==> config.mk <==
export PLATFORM = sky130hd
export DESIGN_NAME = quad_dec
export DESIGN_NICKNAME = d
export VERILOG_FILES = /design/src/rtl/quad_dec_pkg.sv /design/src/rtl/quad_dec_filt.sv /design/src/rtl/quad_dec.sv
export SDC_FILE = /design/constraint.sdc
export NUM_CORES = 1
export LEC_CHECK = 0
export CORE_MARGIN = 1
export CORE_UTILIZATION = 40
export DETAILED_ROUTE_END_ITERATION = 6
export PLACE_DENSITY_LB_ADDON = 0.08
export SETUP_SLACK_MARGIN = 0.5
export SLEW_MARGIN = 30
export SYNTH_ARGS = -nofsm -noshare
export SYNTH_HDL_FRONTEND = slang
export SYNTH_HIERARCHICAL = 1
export SYNTH_SLANG_ARGS = --single-unit
==> constraint.sdc <==
create_clock -name clk -period 9.5 [get_ports clk]
set_input_delay 1.9 -clock clk [delete_from_list [all_inputs] [get_ports clk]]
set_output_delay 1.9 -clock clk [all_outputs]
set_load 0.02 [all_outputs]
==> src/rtl/quad_dec_pkg.sv <==
// Shared types and the Gray-code transition decoder for quad_dec.
// Pure combinational helpers; no state, no backpressure.
package quad_dec_pkg;

   typedef enum logic [1:0] {
      MODE_X1  = 2'd0,
      MODE_X2  = 2'd1,
      MODE_X4  = 2'd2,
      MODE_X4B = 2'd3
   } mode_e;

   typedef struct packed {
      logic step;
      logic dir;
      logic err;
   } dec_t;

   // Levels are {A,B}; forward order is 00 -> 10 -> 11 -> 01 -> 00.
   function automatic dec_t decode(input logic [1:0] prev,
                                   input logic [1:0] cur,
                                   input mode_e      mode);
      dec_t r;
      logic fwd;
      logic rev;
      logic a_chg;
      logic x1_edge;
      r       = '0;
      fwd     = (cur[1] == ~prev[0]) && (cur[0] == prev[1]);
      rev     = (prev[1] == ~cur[0]) && (prev[0] == cur[1]);
      a_chg   = prev[1] ^ cur[1];
      x1_edge = a_chg && !prev[0] && !cur[0];
      r.err   = (prev ^ cur) == 2'b11;
      case (mode)
         MODE_X1: r.step = (fwd | rev) & x1_edge;
         MODE_X2: r.step = (fwd | rev) & a_chg;
         default: r.step = fwd | rev;
      endcase
      r.dir = fwd;
      return r;
   endfunction

endpackage

==> src/rtl/quad_dec_filt.sv <==
// Two-flop synchroniser plus stable-count glitch filter for one encoder line.
// q follows s2 after FILT_LEN mismatching cycles; while prime is high q loads s2 directly.
module quad_dec_filt #(
   parameter int FILT_LEN = 8
) (
   input  logic clk,
   input  logic rst,
   input  logic prime,
   input  logic d,
   output logic s2,
   output logic q
);

   localparam int CW = (FILT_LEN > 1) ? $clog2(FILT_LEN) : 1;
   localparam logic [CW-1:0] CNT_MAX = CW'(FILT_LEN - 1);

   logic          s1;
   logic [CW-1:0] cnt;

   always_ff @(posedge clk or negedge rst) begin
      if (!rst) begin
         s1  <= 1'b0;
         s2  <= 1'b0;
         q   <= 1'b0;
         cnt <= '0;
      end else begin
         s1 <= d;
         s2 <= s1;
         if (prime) begin
            q   <= s2;
            cnt <= '0;
         end else if (s2 == q) begin
            cnt <= '0;
         end else if (cnt == CNT_MAX) begin
            q   <= s2;
            cnt <= '0;
         end else begin
            cnt <= cnt + CW'(1);
         end
      end
   end

endmodule

==> src/rtl/quad_dec.sv <==
// Multi-channel quadrature decoder: filtered A/B pairs drive per-channel position counters.
// Pin change to pos_o/step_o is FILT_LEN+2 edges; free-running, no backpressure.
module quad_dec
   import quad_dec_pkg::*;
#(
   parameter int CH       = 2,
   parameter int CNT_W    = 16,
   parameter int FILT_LEN = 8
) (
   input  logic                clk,
   input  logic                rst,
   input  logic [CH-1:0]       a_i,
   input  logic [CH-1:0]       b_i,
   input  logic [1:0]          mode_i,
   input  logic [CH-1:0]       clr_i,
   input  logic [CH-1:0]       err_clr_i,
   output logic [CH*CNT_W-1:0] pos_o,
   output logic [CH-1:0]       dir_o,
   output logic [CH-1:0]       step_o,
   output logic [CH-1:0]       err_o
);

   for (genvar c = 0; c < CH; c++) begin : g_ch
      logic             a_s2;
      logic             b_s2;
      logic             a_f;
      logic             b_f;
      logic             prime;
      logic [1:0]       prime_cnt;
      logic [1:0]       prev;
      logic [CNT_W-1:0] pos;
      logic             dir_r;
      logic             step_r;
      logic             err_r;
      logic             step_hit;
      logic             err_hit;
      dec_t             dec;

      quad_dec_filt #(.FILT_LEN(FILT_LEN)) u_filt_a (
         .clk   (clk),
         .rst   (rst),
         .prime (prime),
         .d     (a_i[c]),
         .s2    (a_s2),
         .q     (a_f)
      );

      quad_dec_filt #(.FILT_LEN(FILT_LEN)) u_filt_b (
         .clk   (clk),
         .rst   (rst),
         .prime (prime),
         .d     (b_i[c]),
         .s2    (b_s2),
         .q     (b_f)
      );

      // The first three edges after reset only seed the filters and prev state.
      assign prime    = (prime_cnt != 2'd3);
      assign dec      = decode(prev, {a_f, b_f}, mode_e'(mode_i));
      assign step_hit = !prime && dec.step;
      assign err_hit  = !prime && dec.err;

      always_ff @(posedge clk or negedge rst) begin
         if (!rst) begin
            prime_cnt <= 2'd0;
            prev      <= 2'b00;
            pos       <= '0;
            dir_r     <= 1'b0;
            step_r    <= 1'b0;
            err_r     <= 1'b0;
         end else begin
            if (prime) begin
               prime_cnt <= prime_cnt + 2'd1;
               prev      <= {a_s2, b_s2};
            end else begin
               prev <= {a_f, b_f};
            end
            step_r <= step_hit;
            if (step_hit) begin
               dir_r <= dec.dir;
            end
            if (clr_i[c]) begin
               pos <= '0;
            end else if (step_hit) begin
               pos <= dec.dir ? pos + CNT_W'(1) : pos - CNT_W'(1);
            end
            if (err_clr_i[c]) begin
               err_r <= 1'b0;
            end else if (err_hit) begin
               err_r <= 1'b1;
            end
         end
      end

      assign pos_o[c*CNT_W +: CNT_W] = pos;
      assign dir_o[c]                = dir_r;
      assign step_o[c]               = step_r;
      assign err_o[c]                = err_r;
   end

endmodule

==> results.cfg <==
[die]
dieArea_mm2 = 0.0113
rows = 37
dieHeight_um = 106
die_w_um = 106
initial_utilization = 0.417
core_mm2 = 0.0105
ios = 50

[timing]
rsz0062_at_grt = no
drv_slew = 0
relSlewSlack = 0.434
fin_crit_sh = 0.391
period_minus_slack_ps = 3710
max_freq_ghz = 0.269
hold_viol = 0
tns_ps = 0
tightestPinTransition_ps = 846
setup_viol = 0
finalClockSkew_ps = 7.44
whs_ps = 349

[synthesis]
ys_seq_area_frac = 0.402
synth_cells = 454
synthDistinctLibCells = 52
postSynthAreaPerCell_um2 = 9.61
synth_edf_count = 0
synth-seq-cells = 70
netlist_area_mm2 = 0.00436
yosys_warnings = 6
ys.flop_type = dfrtp_1
synthArstFlopShare = 1.00
syn_nets = 514

[layout]
multi_input_area_mm2 = 0.00245
drive_gt1_frac = 0.0643
area_growth_syn_to_layout_pct = 17.9
n_fill_cell = 1033
final_nets = 554
final_cell_mix = dfrtp_1 (70), nand2_1 (52), clkdlybuf4s50_1 (48)
fin_util = 0.492
final_common_cell = dfrtp_1
diodes = 0
layout.area.seq_mm2 = 0.00175

[critical_path]
crit_fanout = 23
endpoint_kind = register
required_ps = 9690
crit_arrival_ps = 3910
crit_type = input port to register
critPathLaunchType = input port

[clock_network]
htreeDepth = 3
clk_latency_ps = 340
root_buffer = clkbuf_8
cts.sinks = 70
cts.clk_slew.worst_paths_ps = 70
postCtsSetupBuffers = 0
cts.repair.resized = 0
numCtsBuffers = 9
clock_path_buffers = 2
cts_tree = yes
hold_buffers = 0

[global_routing]
overflow = 0
grt_usage = 0.173
antenna_found_initial = 0
grt_start_max_net_pins = 71
grt_pass1_vias = 3270
grt_pass1_wl_um = 15700

[route]
viasPerCell = 5.43
wl_per_cell_um = 14.3
totalWireLength_um = 9050
ant_nets = 0
drcViolationCount = 0
firstDrtPassIters = 4
dr_total_vias = 3440
drt_iter0_drc = 132

[run_status]
status = finished, final reports clean

[job]
drv_cap = 0

[place]
gp_congestion = 0.829
dp_hpwl_um = 6310
io_buffers = 49

[worst_hold_path]
hp-class = register to register
critical path, cell delays in order:
cell and delay [ps]:
clkdlybuf4s50_1 470, or2_1 260, o221ai_2 140, buf_4 290
inv_2 200, and3_1 210, a31oi_1 180, a31o_1 190
a21oi_2 60
sequential cells by signal (all words and copies together) (netlist names):
register	count
g_ch.pos	32
g_ch.u_filt_a/cnt	6
g_ch.u_filt_b/cnt	6
g_ch.prev	4
g_ch.prime_cnt	4
g_ch.dir_r	2
g_ch.err_r	2
g_ch.step_r	2
g_ch.u_filt_a/q	2
g_ch.u_filt_a/s1	2
g_ch.u_filt_a/s2	2
g_ch.u_filt_b/q	2
g_ch.u_filt_b/s1	2
g_ch.u_filt_b/s2	2
routing by layer:
| metal | global-route usage | wire [um] | vias up | share of wire |
|---|---|---|---|---|
| met5 | 0 | 0 | - | 0 |
| met4 | 0.0675 | 148 | 0 | 0.016 |
| met3 | 0.0202 | 246 | 10 | 0.027 |
| met2 | 0.271 | 4160 | 56 | 0.46 |
| met1 | 0.246 | 4500 | 1655 | 0.50 |
| li1 | - | - | 1719 | - |
through the flow:
| step | cells | worst slack [ps] | cell area [um2] |
|---|---|---|---|
| after CTS | 634 | 5790 | 5140 |
| after global placement | 619 | 5460 | 4940 |
| after global routing | 634 | 5670 | 5140 |
| after floorplan | 454 | 6260 | 4360 |
| after detailed placement | 619 | 5430 | 4940 |
| final | 634 | 5790 | 5140 |
area by class of cell:
| type | count | share of cell area |
|---|---|---|
| multi-input combinational | 344 | 0.476 |
| sequential | 70 | 0.341 |
| timing repair buffer | 51 | 0.0985 |
| tap | 136 | 0.0331 |
| clock buffer | 12 | 0.0302 |
| inverter | 18 | 0.0131 |
| clock inverter | 3 | 0.00852 |
cells by family (layout without fill, tap and decap cells):
| logic type | count (synthesis) | count (layout) | synth area share |
|---|---|---|---|
| DFF | 70 | 70 | 0.402 |
| muxes | 11 | 11 | 0.0284 |
| xor gates and xnor gates | 31 | 31 | 0.0622 |
| adders and majority gates | 48 | 48 | 0.141 |
| and+or+nand+nor | 145 | 145 | 0.159 |
| buffers and inverters | 40 | 84 | 0.0402 |
| AOI/OAI and AO/OA | 109 | 109 | 0.167 |
worst paths after layout:
kind | start | slack (ps) | depth (start not counted) | to
worst min-delay path | g_ch[1].u_filt_b/s1 | 350 | 0 | g_ch[1].u_filt_b/s2
max in group asynchronous | rst | 7490 | 1 | g_ch[0].u_filt_b/q
worst max register to register | g_ch[0].u_filt_a/q | 5900 | 11 | g_ch[0].pos[15]
min in group asynchronous | rst | 1550 | 1 | g_ch[0].pos[14]
worst min register to register | g_ch[1].u_filt_b/s1 | 350 | 0 | g_ch[1].u_filt_b/s2
worst max-delay path | mode_i[1] | 5790 | 9 | g_ch[1].pos[15]
Yosys cell counts (all sizes together), types with 11 or more instances:
cell type | number | area, um2
a21oi | 40 | 204
clkbuf | 13 | 48.8
dfrtp | 70 | 1750
ha | 46 | 576
inv | 18 | 67.6
mux2 | 11 | 124
nand2 | 52 | 195
nand3 | 15 | 75.1
nor2 | 28 | 105
nor3 | 11 | 55.1
o21ai | 13 | 65.1
xnor2 | 21 | 184
Power is not shown: default switching activity piles up to over one toggle a cycle in this logic, so the estimate is an artifact.
